$ cat src/rtl/fetch_sequencer.sv
// fetch_sequencer: multicycle instruction-fetch controller.
// Owns the PC, keeps at most one instruction-memory request outstanding
// (req/gnt/rvalid), and hands each fetched word to decode over a
// valid/ready handshake. Redirects from branch/jump control replace the PC
// and squash any stale in-flight response or held instruction.
//
// Handshake semantics (all sampled on the rising clock edge):
//   imem_req/imem_gnt : a request transfers in a cycle where both are high;
//                       imem_addr is held stable until then unless a redirect
//                       replaces the PC.
//   imem_rvalid       : response for the single outstanding request; it is
//                       only looked at in S_WAIT.
//   if_valid/if_ready : an instruction transfers in a cycle where both are
//                       high; if_instr/if_pc are stable while if_valid is
//                       high; if_ready without if_valid has no effect.
//
// Optional build macro: PC_ALIGN_CHK_EN
//   defined   -> misaligned redirect targets (redirect_pc[1:0] != 0) are
//                refused and reported on misalign_trap/misalign_addr.
//   undefined -> those ports do not exist; the target's low two bits are
//                cleared before it is loaded into the PC.
//
// The FSM state register state_q is exposed for checker binding.
module fetch_sequencer #(
  parameter int               XLEN     = 32,
  parameter logic [XLEN-1:0]  RESET_PC = '0,
  parameter int               PC_STEP  = 4
) (
  input  logic            clk,
  input  logic            rst_n,
  input  logic            redirect,
  input  logic [XLEN-1:0] redirect_pc,
  output logic            imem_req,
  output logic [XLEN-1:0] imem_addr,
  input  logic            imem_gnt,
  input  logic            imem_rvalid,
  input  logic [31:0]     imem_rdata,
  output logic            if_valid,
  input  logic            if_ready,
  output logic [31:0]     if_instr,
  output logic [XLEN-1:0] if_pc
`ifdef PC_ALIGN_CHK_EN
  ,
  output logic            misalign_trap,
  output logic [XLEN-1:0] misalign_addr
`endif
);

  localparam logic [1:0] S_REQ  = 2'd0;
  localparam logic [1:0] S_WAIT = 2'd1;
  localparam logic [1:0] S_HOLD = 2'd2;

  localparam logic [XLEN-1:0] PC_INC     = XLEN'(PC_STEP);
  localparam logic [XLEN-1:0] ALIGN_MASK = ~(XLEN'(3));

  logic [1:0]      state_q,    state_d;
  logic [XLEN-1:0] pc_q,       pc_d;
  logic [XLEN-1:0] fetch_pc_q, fetch_pc_d;
  logic            kill_q,     kill_d;
  logic            if_valid_q, if_valid_d;
  logic [31:0]     if_instr_q, if_instr_d;
  logic [XLEN-1:0] if_pc_q,    if_pc_d;

  // Redirect qualification: whether the redirect is honoured and where it goes.
  logic            redir_take;
  logic [XLEN-1:0] redir_target;

`ifdef PC_ALIGN_CHK_EN
  logic            misaligned;
  logic            trap_q,  trap_d;
  logic [XLEN-1:0] maddr_q, maddr_d;

  // A misaligned target is refused outright; aligned targets pass untouched.
  always_comb begin
    misaligned   = redirect && (redirect_pc[1:0] != 2'b00);
    redir_take   = redirect && !misaligned;
    redir_target = redirect_pc;
  end

  // Trap pulses the cycle after a refused redirect; the address is kept.
  always_comb begin
    trap_d  = misaligned;
    maddr_d = maddr_q;
    if (misaligned) begin
      maddr_d = redirect_pc;
    end
  end

  // Trap reporting registers.
  always_ff @(posedge clk or negedge rst_n) begin
    if (!rst_n) begin
      trap_q  <= 1'b0;
      maddr_q <= '0;
    end else begin
      trap_q  <= trap_d;
      maddr_q <= maddr_d;
    end
  end

  assign misalign_trap = trap_q;
  assign misalign_addr = maddr_q;
`else
  // Without alignment checking the target is forced onto a word boundary.
  always_comb begin
    redir_take   = redirect;
    redir_target = redirect_pc & ALIGN_MASK;
  end
`endif

  // Fetch FSM next-state logic; a redirect beats the sequential increment.
  always_comb begin
    state_d    = state_q;
    pc_d       = pc_q;
    fetch_pc_d = fetch_pc_q;
    kill_d     = kill_q;
    if_valid_d = if_valid_q;
    if_instr_d = if_instr_q;
    if_pc_d    = if_pc_q;

    unique case (state_q)
      S_REQ: begin
        if (imem_gnt) begin
          fetch_pc_d = pc_q;
          state_d    = S_WAIT;
          if (redir_take) begin
            // The granted request targets the old PC: squash its response.
            pc_d   = redir_target;
            kill_d = 1'b1;
          end else begin
            pc_d = pc_q + PC_INC;
          end
        end else if (redir_take) begin
          pc_d = redir_target;
        end
      end

      S_WAIT: begin
        if (redir_take) begin
          pc_d = redir_target;
          if (imem_rvalid) begin
            // Response arrives alongside the redirect: drop it right here.
            kill_d  = 1'b0;
            state_d = S_REQ;
          end else begin
            kill_d = 1'b1;
          end
        end else if (imem_rvalid) begin
          if (kill_q) begin
            kill_d  = 1'b0;
            state_d = S_REQ;
          end else begin
            if_instr_d = imem_rdata;
            if_pc_d    = fetch_pc_q;
            if_valid_d = 1'b1;
            state_d    = S_HOLD;
          end
        end
      end

      S_HOLD: begin
        if (redir_take) begin
          // Either consumed this cycle or flushed; both leave for the target.
          pc_d       = redir_target;
          if_valid_d = 1'b0;
          state_d    = S_REQ;
        end else if (if_ready) begin
          if_valid_d = 1'b0;
          state_d    = S_REQ;
        end
      end

      default: begin
        state_d    = S_REQ;
        if_valid_d = 1'b0;
        kill_d     = 1'b0;
      end
    endcase
  end

  // Fetch FSM and datapath registers.
  always_ff @(posedge clk or negedge rst_n) begin
    if (!rst_n) begin
      state_q    <= S_REQ;
      pc_q       <= RESET_PC;
      fetch_pc_q <= '0;
      kill_q     <= 1'b0;
      if_valid_q <= 1'b0;
      if_instr_q <= '0;
      if_pc_q    <= '0;
    end else begin
      state_q    <= state_d;
      pc_q       <= pc_d;
      fetch_pc_q <= fetch_pc_d;
      kill_q     <= kill_d;
      if_valid_q <= if_valid_d;
      if_instr_q <= if_instr_d;
      if_pc_q    <= if_pc_d;
    end
  end

  // Request is suppressed while reset is held even though state reads S_REQ.
  assign imem_req  = rst_n && (state_q == S_REQ);
  assign imem_addr = pc_q;
  assign if_valid  = if_valid_q;
  assign if_instr  = if_instr_q;
  assign if_pc     = if_pc_q;

endmodule

$ cat config.mk
export PLATFORM = sky130hd
export DESIGN_NAME = fetch_sequencer
export DESIGN_NICKNAME = d
export VERILOG_FILES = /design/src/rtl/fetch_sequencer.sv
export SDC_FILE = /design/constraint.sdc
export NUM_CORES = 1
export LEC_CHECK = 0
export BUFFER_PORTS_ARGS = -buffer_cell sky130_fd_sc_hd__buf_2
export CAP_MARGIN = 0
export CORE_ASPECT_RATIO = 0.8
export CORE_UTILIZATION = 45
export DETAILED_ROUTE_END_ITERATION = 16
export MAX_ROUTING_LAYER = met4
export PLACE_DENSITY_LB_ADDON = 0.25
export SYNTH_ARGS = -nofsm -noshare
export SYNTH_HDL_FRONTEND = slang
export SYNTH_SLANG_ARGS = --single-unit
$ cat constraint.sdc
create_clock -name clk -period 4.15 [get_ports clk]
set_input_delay 0 -clock clk [delete_from_list [all_inputs] [get_ports clk]]
set_output_delay 0 -clock clk [all_outputs]
set_load 0.01 [all_outputs]
**Word-level counts from Yosys, hierarchy flattened**

Cells that the tools add are included.

- Add/sub/neg operators: 1
- Muxes and demuxes: 24
- Reduce and logical (&&, ||, !) cells: 9
- Eq/ne operators: 9
- Bitwise logic cells: 4

Operators by type and width:

| operator | count |
|---|---|
| 32-bit two-way mux | 3 |
| 32-bit case mux with 2 select lines | 1 |
| 32-bit by 3-bit adder with 32-bit output (second input constant) | 1 |
| 2-bit two-way mux | 7 |
| 1-bit two-way mux | 10 |
| 2-bit inequality test (second input constant) | 5 |
| 4-bit AND reduction | 2 |
| 3-bit inequality test (second input constant) | 2 |
| 1-bit case mux with 3 select lines | 2 |
| 2-bit case mux with 3 select lines | 1 |
| 5-bit AND reduction | 1 |
| 1-bit NOT | 4 |
| 3-bit AND reduction | 1 |
| 2-bit by 1-bit equality test with 1-bit output (second input constant) | 1 |
| 2-bit equality test (second input constant) | 1 |
| 2-bit zero test | 1 |
| 2-bit AND reduction | 1 |
| 2-bit nonzero test | 1 |
| 2-bit OR reduction | 1 |
| 1-bit logical AND | 1 |

- Bits in registers: 132
- Word-level logic and storage cells: 54
- Output and inout bits: 98

**Longest topological paths before layout**

Gate-level depths: netlist of the first run.

- Depth after elaboration: 4
- Depth in mapped cells: 7

**Least setup slack after synthesis of the first run**

Ideal clock, no wire load.

- Path kind: register -> register
- Start point: register state_q[0]
- End point: register pc_q[16], in the netlist imem_addr[16]
- Cell stages (with the launch flop): 8
- Data required time: 4.034 ns
- Arrival: 1.822 ns
- Setup slack: 2.212 ns
- Library setup time: 0.116 ns
- Cell sequence: dfrtp_1 -> inv_1 -> ha_1 -> and4b_1 -> clkbuf_1 -> nand3_1 -> or4_1 -> o311ai_0

- Word-level cells in the longest chain between the ends: 3
- Elaborated cells between the ends (all ways): 6

RTL lines:

| element | RTL line | text |
|---|---|---|
| start: declaration | 56 | `logic [1:0] state_q, state_d;` |
| start signal: assignment | 191 | `state_q <= state_d;` |
| 2-bit equality test or 2-bit by 1-bit equality test with 1-bit output (tied branches) | 120 | `unique case (state_q)` |
| 2-bit OR reduction (no source line) | -- |  |
| 32-bit case mux with 2 select lines or 2-bit nonzero test (tied branches) | -- |  |
| end signal: assignment | 192 | `pc_q <= pc_d;` |
| end: declaration | 57 | `logic [XLEN-1:0] pc_q, pc_d;` |

Parallel ways exist; a longest one is shown, timed or not.
A chain may end at the register's enable or synchronous reset.

**Worst setup path after layout of the first run**

Ends and elaborated chain as after synthesis.

==> results of run 1 <==
-- critical path, cell delays in order, from the launching register on --
cell	delay, ns
dfrtp_1	0.39
ha_1	0.72
clkinv_1	0.52
nand2_1	0.34
or4_1	0.15
o311ai_0	0.12
-- registers in the layout, summed over array words and instances (netlist names) --
signal      cells
if_instr       32
state_q         2
kill_q          1
fetch_pc_q     32
if_valid        1
imem_addr      32
if_pc          32
-- cells in the mapped netlist, types with 7 or more instances --
master    instances  area share
nor2b_1           7      0.0074
a21oi_1          12       0.010
nor2_1           18       0.011
dfrtp_1         132        0.56
inv_1             7      0.0044
nand3_1          23       0.019
nor4_1            9      0.0095
clkbuf_1         19       0.012
nand2_1          18       0.011
buf_2            10      0.0084
nand4_1          11       0.012
mux2_2           91        0.17
a22oi_1          10       0.013
nor3_1           12       0.010
o21ai_0          24       0.020
-- kinds of logic after synthesis --
| group | Yosys count | synth area share |
|---|---|---|
| fa+ha+maj | 5 | 0.01055 |
| simple gates | 134 | 0.1266 |
| buf+inv | 40 | 0.02742 |
| mux | 93 | 0.1761 |
| flops | 132 | 0.5568 |
| compound gates | 88 | 0.1025 |
-- timing repair --
action	CTS	global route
endpoints found under the hold margin	136	0
gates resized for setup	0	0
hold buffers	61	0
setup buffers	0	0
-- per-stage QoR --
stage / instance area [um^2] / setup WS (ns) / hold WS [ns] / utilization
5_1_grt: 8056 / 1.497 / 0.03048 / 0.6260
3_3_place_gp: 6903 / 1.859 / 0.07705 / 0.5364
4_1_cts: 8056 / 1.799 / 0.01278 / 0.6260
3_5_place_dp: 6903 / 1.792 / 0.07857 / 0.5364
6_report: 8056 / 1.736 / 0.02933 / 0.6260
2_1_floorplan: 5932 / 2.212 / -0.2956 / -
-- power breakdown --
group / switching (W) / internal, W / total [W]
clock network: 0.000555 / 0.000816 / 0.00137
registers: 0.000394 / 0.00184 / 0.00223
logic: 0.000916 / 0.000942 / 0.00186
total: 0.00186 / 0.00360 / 0.00546
-- area by class of cell --
type / count / area, um^2
clock inverter: 14 / 113.9
clock buffer: 18 / 429.2
fill: 1043 / 4813
multi-input combinational: 320 / 2470
sequential: 132 / 3303
tap: 175 / 219.0
timing repair buffer: 232 / 1488
inverter: 9 / 33.78
-- how the worst max path moves through the flow --
stage,startpoint,endpoint,depth (start not counted)
5_1_grt,imem_addr[13],imem_addr[22],4
3_3_place_gp,state_q[0],imem_addr[31],6
2_1_floorplan,state_q[0],imem_addr[16],7
4_1_cts,state_q[0],imem_addr[16],5
3_5_place_dp,state_q[0],imem_addr[16],5
6_report,state_q[0],imem_addr[16],5
-- metal layers --
metal	part of all wire	vias to the layer above	wire length (um)
met3	0.056	23	875
met1	0.45	2479	7034
li1	-	2285	-
met5	0	-	0
met4	0.013	0	204
met2	0.48	174	7390
==> summary.md, run 1 <==
| Metric | Value |
|---|---|
| Tot Pwr | `0.005462 W` |
| Routed len/inst | `17.23 um` |
| Grt met3 use | `0.05940` |
| Total grt overflow | `0` |
| Critical Path Start Type | `flop` |
| Status | `finished clean` |
| Ant diodes | `0` |
| Layout cells sized above 1 | `0.4138` |
| Post-Layout Cell Count | `900` |
| Final Setup Violations | `0` |
| Seq/Total Area, Yosys | `0.5568` |
| Largest net degree at the start of global routing | `79` |
| Most used routing layer | `met2` |
| Final hold violations | `0` |
| Final min period | `2.414 ns` |
| Clk sinks | `132` |
| Reg2Reg Setup Slack | `1.74 ns` |
| Worst hold endpoint | `imem_addr[18]` |
| Crit share post-route | `0.5817` |
| # IOs | `168` |
| Syn Area/Cell | `12.06 um^2` |
| Most frequent cells in the layout | `164 x buf_2, 132 x dfrtp_1, 91 x mux2_2` |
| Hold Path Stages | `4` |
| RSZ-0062 raised after global routing | `false` |
| Die Height | `104.7 um` |
| DRC viols | `0` |
| Nets@finish | `787` |
| Vias in the first global route | `4919` |
| Slew @ Worst Pin | `1.199 ns` |
| VDD IR max | `0.3647 mV` |
| Yosys cell types | `53` |
| Max_cap viols | `0` |
| GRT Util Overall | `0.2484` |
| Setup tns final | `0 ns` |
| Port bufs | `165` |
| Yosys reg bits | `132` |
| # rows | `37` |
| Synth Warn # | `0` |
| Vias per cell | `5.512` |
| CP max FO | `24` |
| HPWL Detailed | `10.10 mm` |
| EDFF count, synth | `0` |
| Final WL | `15.50 mm` |
| Clock tree buffer depth | `2` |
| Syn_nets | `567` |
| First-pass GRT wire length | `25.05 mm` |
| Hold Path Class | `primary input to flop` |
| CTS Buf Count | `17` |
| Clock Root Buffer | `clkbuf_16` |
| Initial antenna violation count | `0` |
| DR iter-0 viols | `376` |
| M1 GR Usage | `0.3330` |
| Synthesized area | `5932 um^2` |
| Synthesized instance count | `492` |
| Clk slew on worst S/H paths | `0.06 ns` |
| RR Startpoint | `state_q[0]` |
| Initial Utilization | `0.4609` |
| Worst R2R Path Depth | `5` |
| Pleak | `3.637 nW` |
| Max Fclk | `414.2 MHz` |
| Clk_skew | `0.006689 ns` |
| Final Wtd Congestion | `0.8129` |
| Most common cell after layout, fill and taps aside | `buf_2` |
| Crit path DAT | `2.67 ns` |
| HP Start | `redirect_pc[18]` |
| CTS tree | `built` |
| Area growth, synth to finish | `35.82%` |
| Vias after detailed routing | `4961` |
| Die width | `130.4 um` |
| Post-synth top flop | `dfrtp_1` |
| Core box area | `12870 um^2` |
| Pre-antenna DRT Iters | `7` |
| H-tree levels | `4` |
| Crit path required time | `4.40 ns` |
| R2R Path End | `imem_addr[16]` |
| Met2 global-route usage | `0.3712` |
| Post-route ant nets | `0` |
| Die area | `13650 um^2` |
| Max Transition Viols Final | `0` |
| CP Capture Type | `flop` |
| PwrDens | `678.0 nW/um^2` |
| Async SR Flop Fraction | `1.000` |
| Max-slew headroom | `0.1938` |
| Worst skew pair latency | `0.42 ns` |
| WS Path Type | `flop to flop` |
| Cells after DPL | `807` |
(Power assumes the default switching activity.)
==> inputs of run 2 (changes only) <==
clock period = 2.26 ns   (was 4.15 ns; I/O delays follow)
==> run 2 against run 1 <==
  * Worst setup slack lost 1.5 ns
  * Via count grew 1.8%
  * Worst hold slack lost 0.025 ns
  * Largest cell class unchanged
==> summary.md, run 2 (synthesis results as in run 1) <==
| Metric | Value |
|---|---|
| Status | `finished clean` |
| Initial Utilization | `0.4609 (unchanged)` |
| Finished Core Util | `0.6433 (+0.01731)` |
| DR iter-0 viols | `326 (-13%)` |
| # rows | `37 (unchanged)` |
| Worst path bufs/invs | `1 (unchanged)` |
| Reg2Reg Setup Slack | `0.21 ns (-1.53 ns)` |
| Core box area | `12870 um^2 (unchanged)` |
| Area growth, synth to finish | `39.57%` |
| Die width | `130.4 um (unchanged)` |
| CP max-delay cell | `or3_1` |
| Setup tns final | `0 ns (unchanged)` |
| HPWL Detailed | `10.77 mm (+6.6%)` |
| Power share of the clock group | `0.263 (+0.012)` |
| Layout cells sized above 1 | `0.4261 (+0.01228)` |
| Critical Path, Cell by Cell | `inv_1 -> ha_1 -> and3b_1 -> nand4_1 -> or3_1 -> a31oi_1` |
| H-tree levels | `4 (unchanged)` |
| Crit path required time | `2.60 ns (-1.80 ns)` |
| Pleak | `3.750 nW (+3.1%)` |
| CTS tree | `built` |
| Gate power share | `0.339 (about the same)` |
| Max-slew headroom | `0.6603 (+0.4665)` |
| Nets@finish | `806 (+2.4%)` |
| Vias after detailed routing | `5049 (+1.8%)` |
| Routed len/inst | `17.64 um (+2.4%)` |
| Clk slew on worst S/H paths | `0.06 ns (about the same)` |
| Total grt overflow | `0 (unchanged)` |
| Die area | `13650 um^2 (unchanged)` |
| Share of power burned in registers | `0.397 (-0.012)` |
| Sw frac | `0.3328 (-0.008546)` |
| Critical Path Start Type | `flop` |
| Crit path DAT | `2.39 ns (-0.28 ns)` |
| Final Wtd Congestion | `0.9128 (+12%)` |
| Slew @ Worst Pin | `0.5096 ns (-0.6897 ns)` |
| Vias per cell | `5.494 (-0.33%)` |
| GRT Util Overall | `0.2602 (+0.01183)` |
| Post-route ant nets | `0 (unchanged)` |
| Int Pwr | `0.006927 W (+93%)` |
| CP max FO | `6 (-75%)` |
| Max Fclk | `487.9 MHz (+18%)` |
| Ant diodes | `0 (unchanged)` |
| Max_cap viols | `0 (unchanged)` |
| Clock tree buffer depth | `2 (unchanged)` |
| Max Transition Viols Final | `0 (unchanged)` |
| Initial antenna violation count | `0 (unchanged)` |
| Port bufs | `165 (unchanged)` |
| Clk_skew | `0.009666 ns (+0.002977 ns)` |
| Pre-antenna DRT Iters | `6 (-1)` |
| Critical path's top delay family | `simple AND/OR/NAND/NOR gates` |
| Final hold violations | `0 (unchanged)` |
| First-pass GRT wire length | `25.99 mm (+3.7%)` |
| WS Path Type | `flop to flop` |
| Crit share post-route | `0.9069 (+0.3251)` |
| Most frequent cells in the layout | `164 x buf_2, 132 x dfrtp_1, 91 x mux2_2` |
| Final Setup Violations | `0 (unchanged)` |
| Hold Path Class | `primary input to flop` |
| PwrDens | `1254 nW/um^2 (+85%)` |
| CTS Buf Count | `17 (unchanged)` |
| Clock Root Buffer | `clkbuf_16` |
| Psw | `0.003455 W (+85%)` |
| Die Height | `104.7 um (unchanged)` |
| Most common cell after layout, fill and taps aside | `buf_2` |
| CP Capture Type | `flop` |
| RSZ-0062 raised after global routing | `false` |
| CP peak stage delay | `0.40 ns (-0.32 ns)` |
| Final min period | `2.049 ns (-0.3647 ns)` |
| Worst skew pair latency | `0.42 ns (about the same)` |
| Clk sinks | `132 (unchanged)` |
| Vias in the first global route | `5014 (+1.9%)` |
| # IOs | `168 (unchanged)` |
| Largest net degree at the start of global routing | `66 (-16%)` |
| Final WL | `16.21 mm (+4.5%)` |
| DRC viols | `0 (unchanged)` |
| VDD IR max | `0.7267 mV (+99%)` |
[run 2: cell types whose count changed in the layout (fill, tap and decap cells not counted), sizes merged]
cell and delta:
buf +19, inv -1, clkinv -7, clkbuf +7, bufinv +1
[run 2: final cells by class]
cell class	instances	area, um^2
Inverter	9	33.78
Timing Repair Buffer	251	1655
Sequential cell	132	3303
Multi-Input combinational cell	320	2476
Clock buffer	25	495.5
Fill cell	1049	4591
Tap cell	175	219.0
Clock inverter	7	96.34
[run 2: path summary, 6_finish.rpt]
path | start | to | depth (start not counted)
max in group asynchronous | rst_n | if_instr[3] | 3
hold reg to reg | fetch_pc_q[14] | fetch_pc_q[14] | 2
hold / removal | redirect_pc[23] | imem_addr[23] | 3
setup reg to reg | state_q[0] | imem_addr[19] | 6
setup / recovery | state_q[0] | imem_addr[19] | 6
min in group asynchronous | rst_n | if_pc[7] | 2
[run 2: through the flow]
step	setup WS, ns	instances	cell area [um^2]	total power, W	hold slack, ns
final	0.2105	919	8279	0.01038	0.004068
after global routing	0.003615	919	8279	0.01100	0.006793
after CTS	0.1255	917	8258	0.01043	0.004335
after detailed placement	0.1685	824	7056	0.007576	-0.1016
after global placement	0.3018	824	7056	0.007392	-0.1104
after floorplan	0.3223	492	5932	0.006116	-0.2956
[run 2: routing by layer]
metal,wire [um],share of wire,up-vias,track usage
met5,0,0,-,-
met4,272,0.017,0,0.09524
li1,-,-,2332,-
met3,1013,0.062,35,0.06861
met2,7721,0.48,178,0.3921
met1,7202,0.44,2504,0.3370
[run 2: power groups by stage]
stage	sequential [W]	combinational, W	clock, W
6_report	0.00412	0.00352	0.00273
5_1_grt	0.00427	0.00385	0.00289
4_1_cts	0.00412	0.00352	0.00279
3_5_place_dp	0.00415	0.00343	0
3_3_place_gp	0.00406	0.00333	0
2_1_floorplan	0.00431	0.00180	0
[run 2: timing repair]
action | CTS | global route
buffers inserted | 0 | 2
hold endpoints to repair | 192 | 0
resized for setup | 0 | 1
setup endpoints to repair | 0 | 3
hold buffers | 61 | 0
[run 2: tightest hold or removal path: cells and delay by family]
kind | cells | cell delay, ns
buffers and inverters | 1 | 0.09
AOI/OAI and AO/OA | 2 | 0.30
==> inputs of run 3 (changes only) <==
--- a/config.mk
+++ b/config.mk
@@ -13,4 +13,5 @@
 export MAX_ROUTING_LAYER = met4
 export PLACE_DENSITY_LB_ADDON = 0.25
+export SKIP_CTS_REPAIR_TIMING = 1
 export SYNTH_ARGS = -nofsm -noshare
 export SYNTH_HDL_FRONTEND = slang
==> constraint.sdc (replaced) <==
create_clock -name clk -period 2.26 [get_ports clk]
set_input_delay 0 -clock clk [delete_from_list [all_inputs] [get_ports clk]]
set_output_delay 0 -clock clk [all_outputs]
set_load 0.005 [all_outputs]
==> run 3 against run 2 <==
  * The flow now finishes with violations (negative hold slack)
  * Die area did not move
  * Combinational power is 8.5% lower
  * Clock power is 5% higher
  * Cell area is 0.21% lower
  * Global-route usage down 1.5 points
  * Non-clock buffer count decreased by 4
  * Critical endpoint is now imem_addr[31]
  * Largest cell class unchanged
  * Largest power group unchanged
==> summary.md, run 3 (synthesis results as in run 1) <==
| Metric | Value |
|---|---|
| Layout cells sized above 1 | `0.4311 (+0.005006)` |
| Hold Path Class | `primary input to flop` |
| Pre-antenna DRT Iters | `5 (-1)` |
| VDD IR max | `0.7623 mV (+4.9%)` |
| Core box area | `12870 um^2 (unchanged)` |
| Crit share post-route | `0.9243 (+0.01747)` |
| Total grt overflow | `0 (unchanged)` |
| R2R Path End | `imem_addr[31]` |
| # rows | `37 (unchanged)` |
| Final hold violations | `2 (+2)` |
| Hold Path Stages | `4 (+1)` |
| Clk_skew | `0.005631 ns (-0.004035 ns)` |
| Hold Worst Slack | `-0.02927 ns (-0.03334 ns)` |
| Die Height | `104.7 um (unchanged)` |
| Worst R2R Path Depth | `6 (unchanged)` |
| Crit path DAT | `2.43 ns (+0.04 ns)` |
| PwrDens | `1234 nW/um^2 (-1.6%)` |
| Max-slew headroom | `0.6659 (+0.005604)` |
| H-tree levels | `4 (unchanged)` |
| Nets@finish | `802 (-0.50%)` |
| Max_cap viols | `0 (unchanged)` |
| Clk slew on worst S/H paths | `0.06 ns (about the same)` |
| CP Capture Type | `flop` |
| WS Path Type | `flop to flop` |
| Vias after detailed routing | `5028 (-0.42%)` |
| Die area | `13650 um^2 (unchanged)` |
| Tot Pwr | `0.01020 W (-1.8%)` |
| Clock tree buffer depth | `2 (unchanged)` |
| Fillers | `1044 (-0.48%)` |
| Slew @ Worst Pin | `0.4966 ns (-0.01299 ns)` |
| HP Start | `redirect_pc[3]` |
| Status | `complete, but fails checks` |
| Worst skew pair latency | `0.42 ns (about the same)` |
| Initial antenna violation count | `0 (unchanged)` |
| HPWL Detailed | `10.83 mm (+0.57%)` |
| Pleak | `3.756 nW (+0.16%)` |
| Die width | `130.4 um (unchanged)` |
| Most common cell after layout, fill and taps aside | `buf_2` |
| # IOs | `168 (unchanged)` |
| Ant diodes | `0 (unchanged)` |
| Area growth, synth to finish | `39.27%` |
| Final Wtd Congestion | `0.9243 (+1.3%)` |
| Failing checks | `negative hold slack` |
| Final WL | `16.02 mm (-1.2%)` |
| Routed len/inst | `17.51 um (-0.74%)` |
| Vias in the first global route | `4742 (-5.4%)` |
| CTS Buf Count | `17 (unchanged)` |
| Max Transition Viols Final | `0 (unchanged)` |
| Reg2Reg Setup Slack | `0.17 ns (-0.04 ns)` |
| Clock Root Buffer | `clkbuf_16` |
| Worst hold endpoint | `imem_addr[3]` |
| RR Startpoint | `state_q[0]` |
| Vias per cell | `5.495 (about the same)` |
| First-pass GRT wire length | `24.53 mm (-5.6%)` |
| CP max FO | `6 (unchanged)` |
| Critical Path Start Type | `flop` |
| Most frequent cells in the layout | `164 x buf_2, 132 x dfrtp_1, 91 x mux2_2` |
| Clk sinks | `132 (unchanged)` |
| Max Fclk | `478.7 MHz (-1.9%)` |
| GRT Util Overall | `0.2451 (-0.01506)` |
| Post-route ant nets | `0 (unchanged)` |
| DRC viols | `0 (unchanged)` |
| Final Setup Violations | `0 (unchanged)` |
| Largest net degree at the start of global routing | `65 (-1.5%)` |
| Crit path required time | `2.60 ns (about the same)` |
| Area occupied by multi-input gates | `2470 um^2 (-0.25%)` |
| Port bufs | `165 (unchanged)` |
| CTS tree | `built` |
| Final min period | `2.089 ns (+0.03948 ns)` |
| Initial Utilization | `0.4609 (unchanged)` |
| Flip-flop and latch area | `3303 um^2 (unchanged)` |
| DR iter-0 viols | `314 (-3.7%)` |
## run 3: cell types whose count changed in the layout (fill, tap and decap cells not counted), moves of 2 or more
cell / previous run / this run
clkbuf_1: 4 / 0
clkinv_2: 1 / 4
dlygate4sd3_1: 61 / 58
inv_6: 0 / 2
## run 3: layer usage
metal	part of all wire	vias up	global-route usage
met1	0.45	2485	0.3368
li1	-	2329	-
met4	0.017	0	0.08456
met5	0	-	-
met3	0.060	21	0.06503
met2	0.47	193	0.3503
## run 3: through the flow
step	setup WS, ns	cells	cell area [um^2]	util	TNS (ns)
final	0.1710	915	8262	0.6419	0
after global routing	-0.0009546	915	8262	0.6419	-0.0009546
after CTS	0.1777	856	7674	0.5962	0
after detailed placement	0.2019	824	7056	0.5482	0
after global placement	0.3003	824	7056	0.5482	0
after floorplan	0.3225	492	5932	-	0
## run 3: worst max-delay path by stage
stage	cells past startpoint	slack, ns	endpoint	start
2_1_floorplan	7	0.32	imem_addr[16]	state_q[0]
3_3_place_gp	7	0.30	imem_addr[22]	state_q[0]
3_5_place_dp	6	0.20	imem_addr[31]	state_q[0]
4_1_cts	6	0.18	imem_addr[31]	state_q[0]
5_1_grt	7	-0.001	imem_addr[14]	state_q[0]
6_report	6	0.17	imem_addr[31]	state_q[0]
## run 3: layout make-up
type / count / area share
Timing Repair Buffer: 247 / 0.1958
Clock buffer: 20 / 0.05649
Clock inverter: 12 / 0.01832
Sequential cell: 132 / 0.3998
Multi-Input combinational cell: 320 / 0.2990
Tap cell: 175 / 0.02650
Inverter: 9 / 0.004089
## run 3: power breakdown
group	switching [W]	total [W]	internal, W
clock network	0.00104	0.00286	0.00182
logic	0.00143	0.00322	0.00178
registers	0.000742	0.00412	0.00338
## run 3: worst max-delay path: stages (launching register included)
cell,delay (ns)
dfrtp_1,0.40
inv_1,0.08
ha_1,0.37
nand3b_1,0.29
nor4_1,0.53
nand4_1,0.15
a21oi_1,0.18
